### config.mk
export PLATFORM = sky130hd
export DESIGN_NAME = fp_mac_ctrl_flat
export DESIGN_NICKNAME = d
export VERILOG_FILES = /design/src/rtl/fp_mac_pkg.sv /design/src/rtl/fp_mac_if.sv /design/src/rtl/fp_mac_valid_pipe.sv /design/src/rtl/fp_mac_ctrl.sv /design/src/flat_wrapper.sv
export SDC_FILE = /design/constraint.sdc
export NUM_CORES = 1
export LEC_CHECK = 0
export ABC_AREA = 1
export BUFFER_PORTS_ARGS = -buffer_cell sky130_fd_sc_hd__buf_4
export CAP_MARGIN = 20
export CORE_MARGIN = 5
export CORE_UTILIZATION = 39
export DETAILED_ROUTE_END_ITERATION = 10
export GPL_ROUTABILITY_DRIVEN = 1
export PLACE_DENSITY_LB_ADDON = 0.08
export SETUP_SLACK_MARGIN = 0.02
export SKIP_LAST_GASP = 1
export SLEW_MARGIN = 20
export SYNTH_ARGS = -nofsm -noshare
export SYNTH_HDL_FRONTEND = slang
export SYNTH_SLANG_ARGS = --single-unit
### constraint.sdc
create_clock -name clock -period 1.8 [get_ports clock]
set_clock_uncertainty 0.05 [all_clocks]
set_input_delay 0 -clock clock [delete_from_list [all_inputs] [get_ports clock]]
set_output_delay 0 -clock clock [all_outputs]
set_load 0.005 [all_outputs]
### src/rtl/fp_mac_pkg.sv
// Shared types and default constants for the FP MAC sequencer.
// Optional stall counter is enabled by defining FP_MAC_CTRL_PERF_EN.
package fp_mac_pkg;

  // Controller phases: idle, element streaming, result presented.
  typedef enum logic [1:0] {
    IDLE = 2'd0,
    RUN  = 2'd1,
    DONE = 2'd2
  } state_e;

  localparam int unsigned MUL_LAT_DEF = 2;
  localparam int unsigned ADD_LAT_DEF = 3;
  localparam int unsigned CNT_W_DEF   = 8;
  localparam int unsigned STALL_W     = 16;

endpackage : fp_mac_pkg

### src/rtl/fp_mac_if.sv
// Job, operand handshake and datapath-enable bundle between the sequencer and its neighbours.
interface fp_mac_if
  import fp_mac_pkg::*;
#(
  parameter int unsigned CNT_W = CNT_W_DEF
);

  logic             start;
  logic [CNT_W-1:0] len;
  logic             in_valid;
  logic             in_ready;
  logic             mul_en;
  logic             add_en;
  logic             add_sel_acc;
  logic             acc_clr;
  logic             acc_we;
  logic             busy;
  logic             out_valid;
  logic             out_ready;

  // Sequencer side: drives the enables and the handshakes it owns.
  modport master (
    input  start, len, in_valid, out_ready,
    output in_ready, mul_en, add_en, add_sel_acc, acc_clr, acc_we, busy, out_valid
  );

  // Environment side: job source, operand source, result sink and datapath.
  modport slave (
    output start, len, in_valid, out_ready,
    input  in_ready, mul_en, add_en, add_sel_acc, acc_clr, acc_we, busy, out_valid
  );

endinterface : fp_mac_if

### src/rtl/fp_mac_valid_pipe.sv
// Resettable valid shift register with an optional side tag travelling alongside each valid.
module fp_mac_valid_pipe #(
  parameter int unsigned DEPTH = 2,
  parameter int unsigned W     = 1,
  localparam int unsigned TW   = (W == 0) ? 1 : W
) (
  input  logic          clock,
  input  logic          resetn,
  input  logic          valid_i,
  input  logic [TW-1:0] tag_i,
  output logic          valid_o,
  output logic [TW-1:0] tag_o
);

  logic [DEPTH-1:0] vld_q;

  // Shift the valid bits one stage per cycle.
  always_ff @(posedge clock or negedge resetn) begin
    if (!resetn) begin
      vld_q <= '0;
    end else begin
      vld_q[0] <= valid_i;
      for (int i = 1; i < int'(DEPTH); i++) begin
        vld_q[i] <= vld_q[i-1];
      end
    end
  end

  assign valid_o = vld_q[DEPTH-1];

  if (W == 0) begin : g_notag
    logic unused_tag;
    assign unused_tag = ^tag_i;
    assign tag_o      = '0;
  end else begin : g_tag
    logic [TW-1:0] tag_q [DEPTH];

    // Tags follow the same shift as the valids.
    always_ff @(posedge clock or negedge resetn) begin
      if (!resetn) begin
        for (int i = 0; i < int'(DEPTH); i++) begin
          tag_q[i] <= '0;
        end
      end else begin
        tag_q[0] <= tag_i;
        for (int i = 1; i < int'(DEPTH); i++) begin
          tag_q[i] <= tag_q[i-1];
        end
      end
    end

    assign tag_o = tag_q[DEPTH-1];
  end

endmodule : fp_mac_valid_pipe

### src/rtl/fp_mac_ctrl.sv
// Sequencer for the FP MAC datapath: admits operand pairs spaced ADD_LAT apart so every
// accumulate add sees the previous sum, then presents one result per job.
// Optional stall_cnt port and counter: define FP_MAC_CTRL_PERF_EN.
module fp_mac_ctrl
  import fp_mac_pkg::*;
#(
  parameter int unsigned MUL_LAT = MUL_LAT_DEF,
  parameter int unsigned ADD_LAT = ADD_LAT_DEF,
  parameter int unsigned CNT_W   = CNT_W_DEF
) (
  input  logic               clock,
  input  logic               resetn,
  fp_mac_if.master           bus
`ifdef FP_MAC_CTRL_PERF_EN
  ,
  output logic [STALL_W-1:0] stall_cnt
`endif
);

  localparam int unsigned GAP_W = (ADD_LAT > 1) ? $clog2(ADD_LAT) : 1;
  localparam logic [CNT_W-1:0] CNT_ONE  = CNT_W'(1);
  localparam logic [GAP_W-1:0] GAP_ONE  = GAP_W'(1);
  localparam logic [GAP_W-1:0] GAP_LOAD = GAP_W'(ADD_LAT - 1);

  state_e           state_q, state_d;
  logic [CNT_W-1:0] len_q, len_d;
  logic [CNT_W-1:0] iss_cnt_q, iss_cnt_d;
  logic [CNT_W-1:0] res_cnt_q, res_cnt_d;
  logic [GAP_W-1:0] gap_cnt_q, gap_cnt_d;
  logic             first_q, first_d;
  logic             busy_q, busy_d;
  logic             out_valid_q, out_valid_d;

  logic             job_start_c;
  logic             in_ready_c;
  logic             accept_c;
  logic             last_res_c;
  logic             add_en;
  logic             first_tag;
  logic             acc_we;
  logic [0:0]       add_tag_unused;

  // Multiplier latency: carries each accept plus whether it is the job's first element.
  fp_mac_valid_pipe #(
    .DEPTH (MUL_LAT),
    .W     (1)
  ) u_mul_pipe (
    .clock   (clock),
    .resetn  (resetn),
    .valid_i (accept_c),
    .tag_i   (first_q),
    .valid_o (add_en),
    .tag_o   (first_tag)
  );

  // Adder latency (pre-stage included): its output is the accumulator write.
  fp_mac_valid_pipe #(
    .DEPTH (ADD_LAT),
    .W     (0)
  ) u_add_pipe (
    .clock   (clock),
    .resetn  (resetn),
    .valid_i (add_en),
    .tag_i   (1'b0),
    .valid_o (acc_we),
    .tag_o   (add_tag_unused)
  );

  // State register.
  always_ff @(posedge clock or negedge resetn) begin
    if (!resetn) begin
      state_q <= IDLE;
    end else begin
      state_q <= state_d;
    end
  end

  // Final element lands this cycle: leave RUN so out_valid shows up the cycle after.
  assign last_res_c = acc_we & ((res_cnt_q + CNT_ONE) == len_q);

  // Next-state logic.
  always_comb begin
    state_d = state_q;
    unique case (state_q)
      IDLE: if (bus.start) state_d = (bus.len == '0) ? DONE : RUN;
      RUN:  if (last_res_c) state_d = DONE;
      DONE: if (bus.out_ready) state_d = IDLE;
      default: state_d = IDLE;
    endcase
  end

  // Output decode: admission window, accept strobe, clear pulse and next registered flags.
  always_comb begin
    job_start_c = 1'b0;
    in_ready_c  = 1'b0;
    accept_c    = 1'b0;
    busy_d      = (state_d != IDLE);
    out_valid_d = (state_d == DONE);
    if (state_q == IDLE) begin
      job_start_c = bus.start;
    end
    if (state_q == RUN) begin
      in_ready_c = (iss_cnt_q != '0) && (gap_cnt_q == '0);
    end
    accept_c = in_ready_c & bus.in_valid;
  end

  // Job bookkeeping: remaining issues, completed results and admission spacing.
  always_comb begin
    len_d     = len_q;
    iss_cnt_d = iss_cnt_q;
    res_cnt_d = res_cnt_q;
    gap_cnt_d = gap_cnt_q;
    first_d   = first_q;
    if (job_start_c) begin
      len_d     = bus.len;
      iss_cnt_d = bus.len;
      res_cnt_d = '0;
      gap_cnt_d = '0;
      first_d   = 1'b1;
    end else begin
      if (gap_cnt_q != '0) gap_cnt_d = gap_cnt_q - GAP_ONE;
      if (accept_c) begin
        iss_cnt_d = iss_cnt_q - CNT_ONE;
        gap_cnt_d = GAP_LOAD;
        first_d   = 1'b0;
      end
      if (acc_we) res_cnt_d = res_cnt_q + CNT_ONE;
    end
  end

  // Counter and registered-output flops.
  always_ff @(posedge clock or negedge resetn) begin
    if (!resetn) begin
      len_q       <= '0;
      iss_cnt_q   <= '0;
      res_cnt_q   <= '0;
      gap_cnt_q   <= '0;
      first_q     <= 1'b0;
      busy_q      <= 1'b0;
      out_valid_q <= 1'b0;
    end else begin
      len_q       <= len_d;
      iss_cnt_q   <= iss_cnt_d;
      res_cnt_q   <= res_cnt_d;
      gap_cnt_q   <= gap_cnt_d;
      first_q     <= first_d;
      busy_q      <= busy_d;
      out_valid_q <= out_valid_d;
    end
  end

  assign bus.in_ready    = in_ready_c;
  assign bus.mul_en      = accept_c;
  assign bus.add_en      = add_en;
  assign bus.add_sel_acc = add_en & ~first_tag;
  assign bus.acc_clr     = job_start_c;
  assign bus.acc_we      = acc_we;
  assign bus.busy        = busy_q;
  assign bus.out_valid   = out_valid_q;

`ifdef FP_MAC_CTRL_PERF_EN
  localparam logic [STALL_W-1:0] STALL_ONE = STALL_W'(1);

  logic [STALL_W-1:0] stall_q, stall_d;

  // Stall = upstream offers data for a still-owed element but spacing holds it off.
  always_comb begin
    stall_d = stall_q;
    if (job_start_c) begin
      stall_d = '0;
    end else if ((state_q == RUN) && bus.in_valid && !in_ready_c &&
                 (iss_cnt_q != '0) && (stall_q != '1)) begin
      stall_d = stall_q + STALL_ONE;
    end
  end

  // Saturating stall counter register.
  always_ff @(posedge clock or negedge resetn) begin
    if (!resetn) begin
      stall_q <= '0;
    end else begin
      stall_q <= stall_d;
    end
  end

  assign stall_cnt = stall_q;
`endif

endmodule : fp_mac_ctrl

### src/flat_wrapper.sv
// flat-port wrapper written by rule: the top's interface ports become plain ports
module fp_mac_ctrl_flat import fp_mac_pkg::*;
#(
  parameter int unsigned MUL_LAT = MUL_LAT_DEF,
  parameter int unsigned ADD_LAT = ADD_LAT_DEF,
  parameter int unsigned CNT_W   = CNT_W_DEF
)
  (clock, resetn, bus_start, bus_len, bus_in_valid, bus_out_ready, bus_in_ready, bus_mul_en, bus_add_en, bus_add_sel_acc, bus_acc_clr, bus_acc_we, bus_busy, bus_out_valid);
  fp_mac_if #(.CNT_W(CNT_W)) bus_i ();
  input  logic clock;
  input  logic resetn;
  input wire logic [$bits(bus_i.start)-1:0] bus_start;
  input wire logic [$bits(bus_i.len)-1:0] bus_len;
  input wire logic [$bits(bus_i.in_valid)-1:0] bus_in_valid;
  input wire logic [$bits(bus_i.out_ready)-1:0] bus_out_ready;
  output wire logic [$bits(bus_i.in_ready)-1:0] bus_in_ready;
  output wire logic [$bits(bus_i.mul_en)-1:0] bus_mul_en;
  output wire logic [$bits(bus_i.add_en)-1:0] bus_add_en;
  output wire logic [$bits(bus_i.add_sel_acc)-1:0] bus_add_sel_acc;
  output wire logic [$bits(bus_i.acc_clr)-1:0] bus_acc_clr;
  output wire logic [$bits(bus_i.acc_we)-1:0] bus_acc_we;
  output wire logic [$bits(bus_i.busy)-1:0] bus_busy;
  output wire logic [$bits(bus_i.out_valid)-1:0] bus_out_valid;
  assign bus_i.start = bus_start;
  assign bus_i.len = bus_len;
  assign bus_i.in_valid = bus_in_valid;
  assign bus_i.out_ready = bus_out_ready;
  assign bus_in_ready = bus_i.in_ready;
  assign bus_mul_en = bus_i.mul_en;
  assign bus_add_en = bus_i.add_en;
  assign bus_add_sel_acc = bus_i.add_sel_acc;
  assign bus_acc_clr = bus_i.acc_clr;
  assign bus_acc_we = bus_i.acc_we;
  assign bus_busy = bus_i.busy;
  assign bus_out_valid = bus_i.out_valid;
  fp_mac_ctrl #(.MUL_LAT(MUL_LAT), .ADD_LAT(ADD_LAT), .CNT_W(CNT_W)) u_core (.clock(clock), .resetn(resetn), .bus(bus_i));
endmodule
After elaboration in Yosys (flattened, before gate mapping)
Index checks and enable logic that the tools add are counted.
Widths: inputs -> output; s select.
{ "totals": {"in_bits": 13, "register_bits": 38, "wordCells": 49} }
{ "op_classes": {"n_mux": 16, "eq_ne": 4, "bitwise": 4, "add_sub_neg": 3, "reduce_logical": 10} }
{ "ops": {"columns": ["operator", "n"], "rows": [
  ["$mux 8", 4],
  ["$mux 2", 7],
  ["$add 8x1->8 const B", 1],
  ["$eq 8x8->1", 1],
  ["$logic_not 8->1", 1],
  ["$reduce_bool 2->1", 4],
  ["$reduce_bool 8->1", 1],
  ["$sub 8x1->8 const B", 1],
  ["$pmux 2 s3", 1],
  ["$eq 2x2->1 const B", 2],
  ["$logic_not 2->1", 2],
  ["$mux 1", 4],
  ["$and 1x1->1", 3],
  ["$reduce_bool 3->1", 1],
  ["$eq 2x1->1 const B", 1],
  ["$sub 2x1->2 const B", 1],
  ["$logic_and 1x1->1", 1],
  ["$not 1->1", 1]
]} }

Longest topological paths before layout
{ "depth": {"depth_word": 6, "mapped_depth": 13, "mapped_depth_nobuf": 13} }

Modules after synthesis
A second synthesis with hierarchy kept.
{ "unflattened": {"hier_cells": 237, "area_unflattened_um2": 1898.1} }
{ "modules_own_cells": {"columns": ["mod", "cells_per_inst", "area_per_inst_um2", "n_inst", "seq_area_each_um2"], "rows": [
  ["fp_mac_ctrl", 228, 1711.6, 1, 775.7],
  ["fp_mac_valid_pipe (u_core.u_mul_pipe)", 4, 100.1, 1, 100.1],
  ["fp_mac_valid_pipe (u_core.u_add_pipe)", 5, 86.3, 1, 75.1]
]} }

Worst setup path before layout
No wires, ideal clock.
{ "synth_path": {"kind": "register -> register", "start": "register u_core.res_cnt_q[0]", "end": "register u_core.busy_q (netlist: u_core.bus.busy)", "path_buffers": 0, "required_time_ps": 1632, "t_arrival_ps": 1418, "slack_ps": 214, "stages_incl_launch_ff": 10, "synth_period_minus_slack_ps": 1586, "setup_time_ps": 118, "cell_sequence": "dfrtp_1 > ha_1 > nand3_2 > nor2_2 > xor2_1 > nand2_1 > nand2_1 > nand3_2 > nand3_1 > nand2_1"} }
{ "synth_via": {"elab_chain_cells": 6} }
{ "synth_lines": {"columns": ["item", "line", "source"], "rows": [
  ["start: declaration", "fp_mac_ctrl.sv:28", "logic [CNT_W-1:0] res_cnt_q, res_cnt_d;"],
  ["start signal: assignment", "fp_mac_ctrl.sv:145", "res_cnt_q <= res_cnt_d;"],
  ["$add 8x1->8", "fp_mac_ctrl.sv:79", "assign last_res_c = acc_we & ((res_cnt_q + CNT_ONE) == len_q);"],
  ["$eq 8x8->1", "fp_mac_ctrl.sv:79", null],
  ["$and 1x1->1", "fp_mac_ctrl.sv:79", null],
  ["$mux 2", "fp_mac_ctrl.sv:86", "RUN: if (last_res_c) state_d = DONE;"],
  ["$pmux 2 s3", "fp_mac_ctrl.sv:84", "unique case (state_q)"],
  ["$reduce_bool 2->1", "fp_mac_ctrl.sv:97", "busy_d = (state_d != IDLE);"],
  ["named net u_core.busy_d", "fp_mac_ctrl.sv:31", "logic busy_q, busy_d;"],
  ["end signal: assignment", "fp_mac_ctrl.sv:148", "busy_q <= busy_d;"],
  ["end: declaration", "fp_mac_ctrl.sv:31", null]
]} }
The timed path passes the listed nets, and every way through them passes these cells.
A chain may end at the register's enable or synchronous reset.

Worst setup path in the final report
{ "layout_path": {"start": "register u_core.iss_cnt_q[3]", "end": "register u_core.gap_cnt_q[1]"} }
{ "layout_via": {"elab_chain_cells": 6, "elab_cells_between_ends": 7} }
{ "layout_lines": {"columns": ["item", "line", "source"], "rows": [
  ["start: declaration", "fp_mac_ctrl.sv:27", "logic [CNT_W-1:0] iss_cnt_q, iss_cnt_d;"],
  ["start signal: assignment", "fp_mac_ctrl.sv:144", "iss_cnt_q <= iss_cnt_d;"],
  ["$reduce_bool 8->1 *", "fp_mac_ctrl.sv:103", "in_ready_c = (iss_cnt_q != '0) && (gap_cnt_q == '0);"],
  ["$logic_and 1x1->1 *", "fp_mac_ctrl.sv:103", null],
  ["$mux 1 *", "fp_mac_ctrl.sv:102", "if (state_q == RUN) begin"],
  ["$and 1x1->1 *", "fp_mac_ctrl.sv:105", "accept_c = in_ready_c & bus.in_valid;"],
  ["$mux 2", "fp_mac_ctrl.sv:123", "if (accept_c) begin"],
  ["$mux 2", "fp_mac_ctrl.sv:115", "if (job_start_c) begin"],
  ["end signal: assignment", "fp_mac_ctrl.sv:146", "gap_cnt_q <= gap_cnt_d;"],
  ["end: declaration", "fp_mac_ctrl.sv:29", "logic [GAP_W-1:0] gap_cnt_q, gap_cnt_d;"]
]} }
Every way passes the cells marked *; elsewhere a longest branch is shown, timed or not.

==> results.py <==
metrics = {
    "outcome": {
        "outcome": "finished, final reports clean",
    },
    "grt": {
        "grt_max_degree": 39,
        "grt_pass1_wl_mm": 7.74,
        "gr-total-overflow": 0,
        "grt_pass1_vias": 1670,
        "antenna_found_initial": 0,
        "track_usage_pct": 15.6,
    },
    "sta": {
        "hold_violations": 0,
        "setup_viol": 0,
        "drv_slew": 0,
        "relSlewSlack_pct": 68.0,
        "finalCritPeriodShare_pct": 91.0,
        "final.min_clock_period_ns": 1.64,
        "rsz0062_at_grt": "true",
        "max_freq_mhz": 611,
        "worst_pin_slew_ns": 0.479,
        "tns_ns": 0,
    },
    "synth": {
        "synth_top_area_cell": "dfrtp_1",
        "async_flop_share_pct": 100,
        "ys_warn_count": 0,
        "synth_ff_type": "dfrtp_1",
        "synth_edf_count": 0,
        "yosysMostFrequentCell": "nand2_1",
        "syn_avg_cell_area_um2": 8.19,
        "ys_types": 26,
        "synth_seq_cells": 38,
        "yosysTopAreaCellShare_pct": 48.2,
        "ys_seq_area_share_pct": 48.2,
        "synthTopCellsByCount": "nand2_1 (62), dfrtp_1 (38), nand3_1 (35), inv_1 (32)",
        "syn_nets": 258,
        "synth.area.top_cells": "dfrtp_1 (48%), nand2_1 (12%), nand3_1 (8.9%)",
        "syn_inst": 241,
        "netlist_area_mm2": 0.00197,
    },
    "placed_design": {
        "port_buffers": 20,
        "placed_area_mm2": 0.00224,
        "dp_hpwl_mm": 3.12,
        "gp_congestion": 0.733,
    },
    "worst_setup_path": {
        "end_kind": "flop",
        "critPathMostFrequentCell": "nand2_1",
        "cp_cell_sequence": "nor2_4 > nand2_2 > nor4_4 > nor3_4 > nand2_2 > buf_4 > nand2_1 > nand2_1 > nand2_1",
        "worstPathMaxFanout": 5,
        "crit_buf_inv": 1,
        "required_ns": 1.93,
        "ff2ff_path_depth": 9,
        "cpLargestDelayFamily": "simple AND/OR/NAND/NOR gates",
        "cp.depth": 9,
        "critPathMaxStageDelay_ns": 0.43,
        "crit_slowest_cell": "dfrtp_1",
        "path_class": "flop to flop",
        "startpoint_type": "flop",
        "worstPathArrival_ns": 1.77,
    },
    "cells_and_area": {
        "drive_above_1_share_pct": 22.6,
        "final_nets": 303,
        "area.growth.synth_to_final_pct": 30.7,
        "final_area_mm2": 0.00258,
        "diodes": 0,
    },
    "power_and_ir_drop": {
        "power_density_mw_per_mm2": 1500,
        "vdd_drop_max_mv": 1.11,
        "p_leak_nw": 1.26,
    },
    "die": {
        "die_h_um": 81.1,
        "coreArea_mm2": 0.00482,
        "die_w_um": 81.1,
        "rows": 25,
        "dieArea_mm2": 0.00658,
        "io_pins": 21,
        "start_util_pct": 41.0,
    },
    "clocking": {
        "cts.sinks": 38,
        "clockBufferDepth": 2,
        "cts-root-buf": "clkbuf_8",
        "cts_made_buffers": 5,
        "path_clk_slew_ns": 0.08,
        "clk_latency_ns": 0.29,
        "cts_tree": "yes",
        "htree_levels": 2,
    },
    "detailed_routing": {
        "first_pass_iters": 4,
        "dr.first_iter.drc_count": 95,
        "vias": 1627,
        "viasPerCell": 4.60,
        "drc_errors": 0,
        "wl_mm": 4.40,
        "ant_nets": 0,
        "wl_per_cell_um": 12.4,
    },
    "run": {
        "cap_violations": 0,
    },
    "worst_hold_path": {
        "min_path_cells": 5,
        "hp-class": "primary input to flop",
    },
}
## registers in the layout (all words and copies together), names as in the netlist
| name | count |
|---|---|
| u_core.u_mul_pipe.vld_q | 2 |
| u_core.res_cnt_q | 8 |
| u_core.bus.busy | 1 |
| u_core.len_q | 8 |
| u_core.iss_cnt_q | 8 |
| u_core.first_q | 1 |
| u_core.bus.out_valid | 1 |
| u_core.u_mul_pipe.tag_o | 1 |
| u_core.u_add_pipe.vld_q | 3 |
| u_core.gap_cnt_q | 2 |
| u_core.u_mul_pipe.g_tag.tag_q | 1 |
| u_core.state_q | 2 |
## worst reg2reg max path: stages (launching register included)
cell and delay, ns:
dfrtp_1 0.43, nor2_4 0.16, nand2_2 0.08, nor4_4 0.35, nor3_4 0.07, nand2_2 0.13
buf_4 0.13, nand2_1 0.04, nand2_1 0.05, nand2_1 0.05
## final timing paths
kind,from,end,slack (ns)
min reg2reg,u_core.u_add_pipe.vld_q[0]$_DFF_PN0_,u_core.u_add_pipe.vld_q[1]$_DFF_PN0_,0.30
max,u_core.iss_cnt_q[3]$_DFFE_PN0P_,u_core.gap_cnt_q[1]$_DFFE_PN0P_,0.16
max reg2reg,u_core.iss_cnt_q[3]$_DFFE_PN0P_,u_core.gap_cnt_q[1]$_DFFE_PN0P_,0.16
min,bus_start,u_core.state_q[0]$_DFF_PN0_,0.09
min in group asynchronous,resetn,u_core.res_cnt_q[2]$_DFFE_PN0P_,0.17
max in group asynchronous,resetn,u_core.iss_cnt_q[2]$_DFFE_PN0P_,1.18
## cells in the final DEF (no fill, tap or decap), drive strengths merged, types with 2 or more instances in the layout
cell type,count
dlygate4sd3,10
nand2,66
nand4,2
buf,32
xor2,5
nor2,18
ha,4
o21ai,14
bufinv,2
o22ai,4
nor3,4
inv,33
dfrtp,38
nor4,4
nand3,39
clkbuf,6
xnor2,3
## what timing repair did
action                     4_1_cts  5_1_grt
pin swaps                        0        4
setup endpoints to repair        1       22
hold endpoints to repair        53        0
setup buffers                    0        6
resized for setup                1       12
hold buffers                    10        0
## metrics by stage
step	std cells	power, W	setup slack (ns)	utilization [%]	hold WS [ns]
2_1_floorplan	241	0.00239	0.214	-	-0.346
3_3_place_gp	330	0.00279	0.0784	46.5	-0.0505
3_5_place_dp	330	0.00281	0.0721	46.5	-0.0437
4_1_cts	348	0.00375	0.0411	51.7	0.0819
5_1_grt	354	0.00422	0.0119	53.5	0.131
6_report	354	0.00388	0.162	53.5	0.0881
## area by class of cell
cell class | instances | area (um2)
fill | 496 | 2240
sequential | 38 | 953
multi-input combinational | 166 | 918
timing repair buffer | 42 | 357
inverter | 33 | 124
tap | 67 | 83.8
clock buffer | 6 | 82.6
clock inverter | 2 | 60.1
## cell families after synthesis
group,count (synthesis),share of synthesized area [%]
compound gates,20,5.45
xor+xnor,8,3.55
buf+inv,37,7.48
simple gates,134,32.8
fa+ha+maj,4,2.54
flops,38,48.2
## report_power, final
group / internal [W] / switching, W / leakage [nW]
registers: 0.00117 / 0.000248 / 0.477
clock network: 0.000591 / 0.000305 / 0.0714
logic: 0.000712 / 0.000854 / 0.714
## metal layers
metal	global-route usage (%)	vias to the layer above	part of all wire (%)
met5	0	-	0
met4	6.08	0	1.5
met3	3.44	6	3.0
met2	25.1	24	49
met1	20.3	736	47
li1	-	861	-
No activity file was read; power rests on OpenSTA's default activity.
